### src/rtl/ms_run_ctrl.sv
// ms_run_ctrl: debounced start/stop and clear buttons driving a run/pause FSM
// with a pausable prescaler that emits a one-cycle enable tick at TICK_HZ.
module ms_run_ctrl #(
    parameter int CLK_HZ    = 100_000_000,
    parameter int TICK_HZ   = 1000,
    parameter int DB_CYCLES = 1_000_000
) (
    input  logic       CLK,
    input  logic       RST,
    input  logic       BTN_START,
    input  logic       BTN_CLR,
    output logic       EN_TICK,
    output logic       CLR,
    output logic       RUN,
    output logic [1:0] STATE
);
    localparam int DIV = CLK_HZ / TICK_HZ;
    localparam int PW  = (DIV > 1) ? $clog2(DIV) : 1;
    localparam int DW  = (DB_CYCLES > 1) ? $clog2(DB_CYCLES + 1) : 1;

    if (DIV < 2 || (CLK_HZ % TICK_HZ) != 0) begin : g_bad_div
        $error("ms_run_ctrl: CLK_HZ/TICK_HZ must be an integer >= 2");
    end

    typedef enum logic [1:0] {IDLE = 2'b00, RUNNING = 2'b01, PAUSED = 2'b10} state_t;

    state_t state, state_n;
    logic [PW-1:0] pre, pre_n;
    logic tick_n, clr_n;
    logic [1:0] s1, s2, lvl, ev;
    logic [DW-1:0] cnt [2];

    // bit 0 = start, bit 1 = clear; ev pulses on the cycle a level settles high
    always_ff @(posedge CLK) begin
        if (RST) begin
            s1  <= '0;
            s2  <= '0;
            lvl <= '0;
            ev  <= '0;
            for (int i = 0; i < 2; i++) cnt[i] <= '0;
        end else begin
            s1 <= {BTN_CLR, BTN_START};
            s2 <= s1;
            for (int i = 0; i < 2; i++) begin
                if (s2[i] != lvl[i] && cnt[i] == DW'(DB_CYCLES - 1)) begin
                    lvl[i] <= s2[i];
                    cnt[i] <= '0;
                    ev[i]  <= s2[i];
                end else begin
                    cnt[i] <= (s2[i] != lvl[i]) ? cnt[i] + 1'b1 : '0;
                    ev[i]  <= 1'b0;
                end
            end
        end
    end

    always_comb begin
        state_n = state;
        pre_n   = pre;
        tick_n  = 1'b0;
        clr_n   = 1'b0;
        if (ev[1]) begin
            state_n = IDLE;
            pre_n   = '0;
            clr_n   = 1'b1;
        end else if (ev[0]) begin
            state_n = (state == RUNNING) ? PAUSED : RUNNING;
        end else if (state == RUNNING) begin
            tick_n = (pre == PW'(DIV - 1));
            pre_n  = tick_n ? '0 : pre + 1'b1;
        end
    end

    always_ff @(posedge CLK) begin
        if (RST) begin
            state   <= IDLE;
            pre     <= '0;
            EN_TICK <= 1'b0;
            CLR     <= 1'b0;
        end else begin
            state   <= state_n;
            pre     <= pre_n;
            EN_TICK <= tick_n;
            CLR     <= clr_n;
        end
    end

    assign RUN   = (state == RUNNING);
    assign STATE = state;
endmodule

### config.mk
export PLATFORM = sky130hd
export DESIGN_NAME = ms_run_ctrl
export DESIGN_NICKNAME = d
export VERILOG_FILES = /design/src/rtl/ms_run_ctrl.sv
export SDC_FILE = /design/constraint.sdc
export NUM_CORES = 1
export LEC_CHECK = 0
export BUFFER_PORTS_ARGS = -buffer_cell sky130_fd_sc_hd__buf_2
export CAP_MARGIN = 20
export CELL_PAD_IN_SITES_DETAIL_PLACEMENT = 0
export CELL_PAD_IN_SITES_GLOBAL_PLACEMENT = 1
export CORE_ASPECT_RATIO = 0.75
export CORE_MARGIN = 2
export CORE_UTILIZATION = 35
export DETAILED_ROUTE_END_ITERATION = 7
export HOLD_SLACK_MARGIN = 0.1
export PLACE_DENSITY_LB_ADDON = 0.12
export SYNTH_ARGS = -nofsm -noshare
export SYNTH_HDL_FRONTEND = slang
export SYNTH_SLANG_ARGS = --single-unit
### constraint.sdc
create_clock -name CLK -period 3.1 [get_ports CLK]
set_input_delay 0.31 -clock CLK [delete_from_list [all_inputs] [get_ports CLK]]
set_output_delay 0.31 -clock CLK [all_outputs]
set_load 0.01 [all_outputs]
==> reports/results.md <==
## Synthesis
• **number of synthesized register bits** 69
• **top area cells in the synthesized netlist** sky130_fd_sc_hd__edfxtp_1 34%, sky130_fd_sc_hd__dfxtp_1 17%, sky130_fd_sc_hd__nor2_1 4.4%
• **fraction of the yosys area taken by sequential cells** 51.1%
• **share of the synthesized area in the top cell type** 34.4%
• **leading register cell type out of synthesis** sky130_fd_sc_hd__edfxtp_1
• **Post-Syn Area** 0.00349 sq mm
• **synth unique cells** 41
• **cell count after synthesis** 352
• **cell type with the highest aggregate area in the netlist** sky130_fd_sc_hd__edfxtp_1
• **Post-synth EDFFs** 40
• **asr flop ratio synth** 0%
• **number of warnings printed during yosys synthesis** 0
• **average cell area after synthesis** 9.91 sq um

## Floorplan
• **# IOs** 9
• **Die Span X** 119 um
• **effective utilization at floorplan** 36.1%
• **die outline height** 90.5 um
• **core area** 0.00966 sq mm
• **placement row count** 31
• **overall die area** 0.0108 sq mm

## Final layout
• **area growth from synthesis to layout** 16.9%
• **commonest non-fill, non-tap cells in the layout** 41 x sky130_fd_sc_hd__nor2_1, 40 x sky130_fd_sc_hd__edfxtp_1, 40 x sky130_fd_sc_hd__conb_1
• **ANT cells** 0
• **commonest non-fill, non-tap cell in the layout** sky130_fd_sc_hd__nor2_1
• **number of nets in the layout** 409
• **proportion of layout cells with a drive suffix above 1** 7.64%

## CTS
• **root buf cell** sky130_fd_sc_hd__clkbuf_16
• **worst skew pair latency** 0.33 ns
• **number of sinks driven by the clock tree** 69
• **CTS tree** done
• **clock slew at the register clock pins of the worst setup and hold paths** 0.05 ns
• **H-Tree Level Count** 3
• **setup bufs post-CTS** 0
• **maximum number of buffers from clock root to sink** 2
• **clock buffer count from CTS** 9
• **post-cts hold buffer count** 0
• **number of resized instances in the post-cts repair step** 0

## Worst hold path
• **Worst Hold Class** input pin to register

## STA
• **slew at the pin closest to its max-slew limit** 0.524 ns
• **Hold Slack** 0.198 ns
• **number of endpoints with negative hold slack in the final report** 0
• **worst setup slack after layout** 0.690 ns
• **total count of max-transition violations in the final report** 0
• **Setup-failing EPs final** 0
• **Slew Limit Headroom** 64.9%
• **final critical-path required period** 2.41 ns
• **Final TNS setup** 0 ns
• **RSZ-0062 raised after global routing** no
• **Layout Skew** 0.00675 ns
• **share of the cycle needed by the critical path after routing** 77.8%
• **maximum clock rate** 0.415 GHz

## Detailed routing
• **post-route ant nets** 0
• **detail-routed net length per standard cell** 13.0 um
• **average vias per placed instance** 4.97
• **final routed DRC violation total** 0
• **via total after detailed routing** 2672
• **drt pass-1 iters** 4
• **initial detailed-routing violation count** 149
• **total detailed-routing wirelength** 6.98 mm

## Flow run
• **number of max-cap violations** 0

## Global routing
• **All-Layer GR Usage** 13.9%
• **total congestion overflow after global routing** 0
• **largest net degree at the start of global routing** 21
• **antenna violations before repair** 0
• **global-route wire length before repair** 11.8 mm
• **vias in the first global route** 2471

## Setup path
• **Crit Path Category** register to register
• **data arrival time of the critical path** 2.47 ns
• **crit start category** register
• **type of destination of the critical path** register
• **CP max FO** 19
• **CP Data Required Time** 3.16 ns

## Placement
• **port buffer count** 8
• **post-detail-place hpwl** 4.91 mm
• **GPL Wtd Cong** 0.719
• **post-placement worst setup slack** 0.657 ns

## Outcome
• **run status** complete, no violations

## Power and ir drop
• **static leakage power** 0.00133 uW
• **power density relative to cell area** 496 mW/mm^2
• **worst supply voltage drop on vdd** 0.280 mV

[per-layer routing]
layer  share of wire [%]  global-route usage (%)
met5                   0                       0
met4                 1.5                    4.76
met3                 4.3                    4.55
met2                  40                    20.4
met1                  54                    19.3
[critical path: stages (launching register included)]
cell and delay (ns):
sky130_fd_sc_hd__edfxtp_1 0.45, sky130_fd_sc_hd__or4b_1 0.55, sky130_fd_sc_hd__or4_4 0.57, sky130_fd_sc_hd__o21ai_4 0.45, sky130_fd_sc_hd__nor2_1 0.12
[layout make-up]
| class | instances | area, sq um |
|---|---|---|
| timing repair buffer | 11 | 62.6 |
| sequential | 69 | 1780 |
| tap | 132 | 165 |
| inverter | 6 | 22.5 |
| clock inverter | 2 | 10.0 |
| multi-input combinational | 305 | 1780 |
| clock buffer | 13 | 260 |
| fill | 983 | 5580 |
[sequential cells by signal, summed over array words and instances, names as in the netlist, 2 cells and up]
signal and cells:
pre 17, lvl 2, ev 2, STATE 2
cnt 40, s2 2, s1 2
[kinds of logic (layout without fill, tap and decap cells)]
logic type | count (synthesis) | in the layout | share of synthesized area (%)
AO/OA/AOI/OAI | 55 | 55 | 8.90
XOR/XNOR | 31 | 31 | 7.78
adder cells (fa/ha/maj) | 3 | 3 | 1.08
buffers and inverters | 17 | 32 | 2.22
flip-flops | 69 | 69 | 51.1
multiplexers | 2 | 2 | 0.574
other | 1 | 40 | 0.108
AND/OR/NAND/NOR | 174 | 174 | 28.3
[synthesized netlist by cell type, drive strengths merged, types with 7 or more instances]
master  number
a21oi       25
and4         7
dfxtp       29
edfxtp      40
nand2       24
nand3       24
nand4        7
nor2        41
o21ai       21
o31ai        8
or3         18
or4         11
xnor2       16
xor2        15
[where the power goes]
group	total [uW]	switching (uW)	leakage [uW]	internal (uW)
clock network	944	366	0.000135	578
logic	59.6	37.3	0.000551	22.3
registers	1020	24.7	0.000647	994
[per-stage QoR]
| step | utilization, % | power, uW | cells | instance area, sq um |
|---|---|---|---|---|
| after detailed placement | 39.4 | 1100 | 523 | 3810 |
| after global placement | 39.4 | 1100 | 523 | 3810 |
| after CTS | 42.2 | 2050 | 538 | 4080 |
| after floorplan | - | 1080 | 391 | 3630 |
| final | 42.2 | 2020 | 538 | 4080 |
| after global routing | 42.2 | 2100 | 538 | 4080 |
[final timing paths]
kind	slack [ns]	from	end	cells after the start
max	0.69	cnt[1][12]$_SDFFCE_PN0P_	cnt[1][4]$_SDFFCE_PN0P_	4
min	0.20	BTN_START	s1[0]$_SDFF_PP0_	2
max reg2reg	0.69	cnt[1][12]$_SDFFCE_PN0P_	cnt[1][4]$_SDFFCE_PN0P_	4
min reg2reg	0.44	s1[1]$_SDFF_PP0_	s2[1]$_SDFF_PP0_	1
Note: power is estimated with default switching activity, not from simulation.
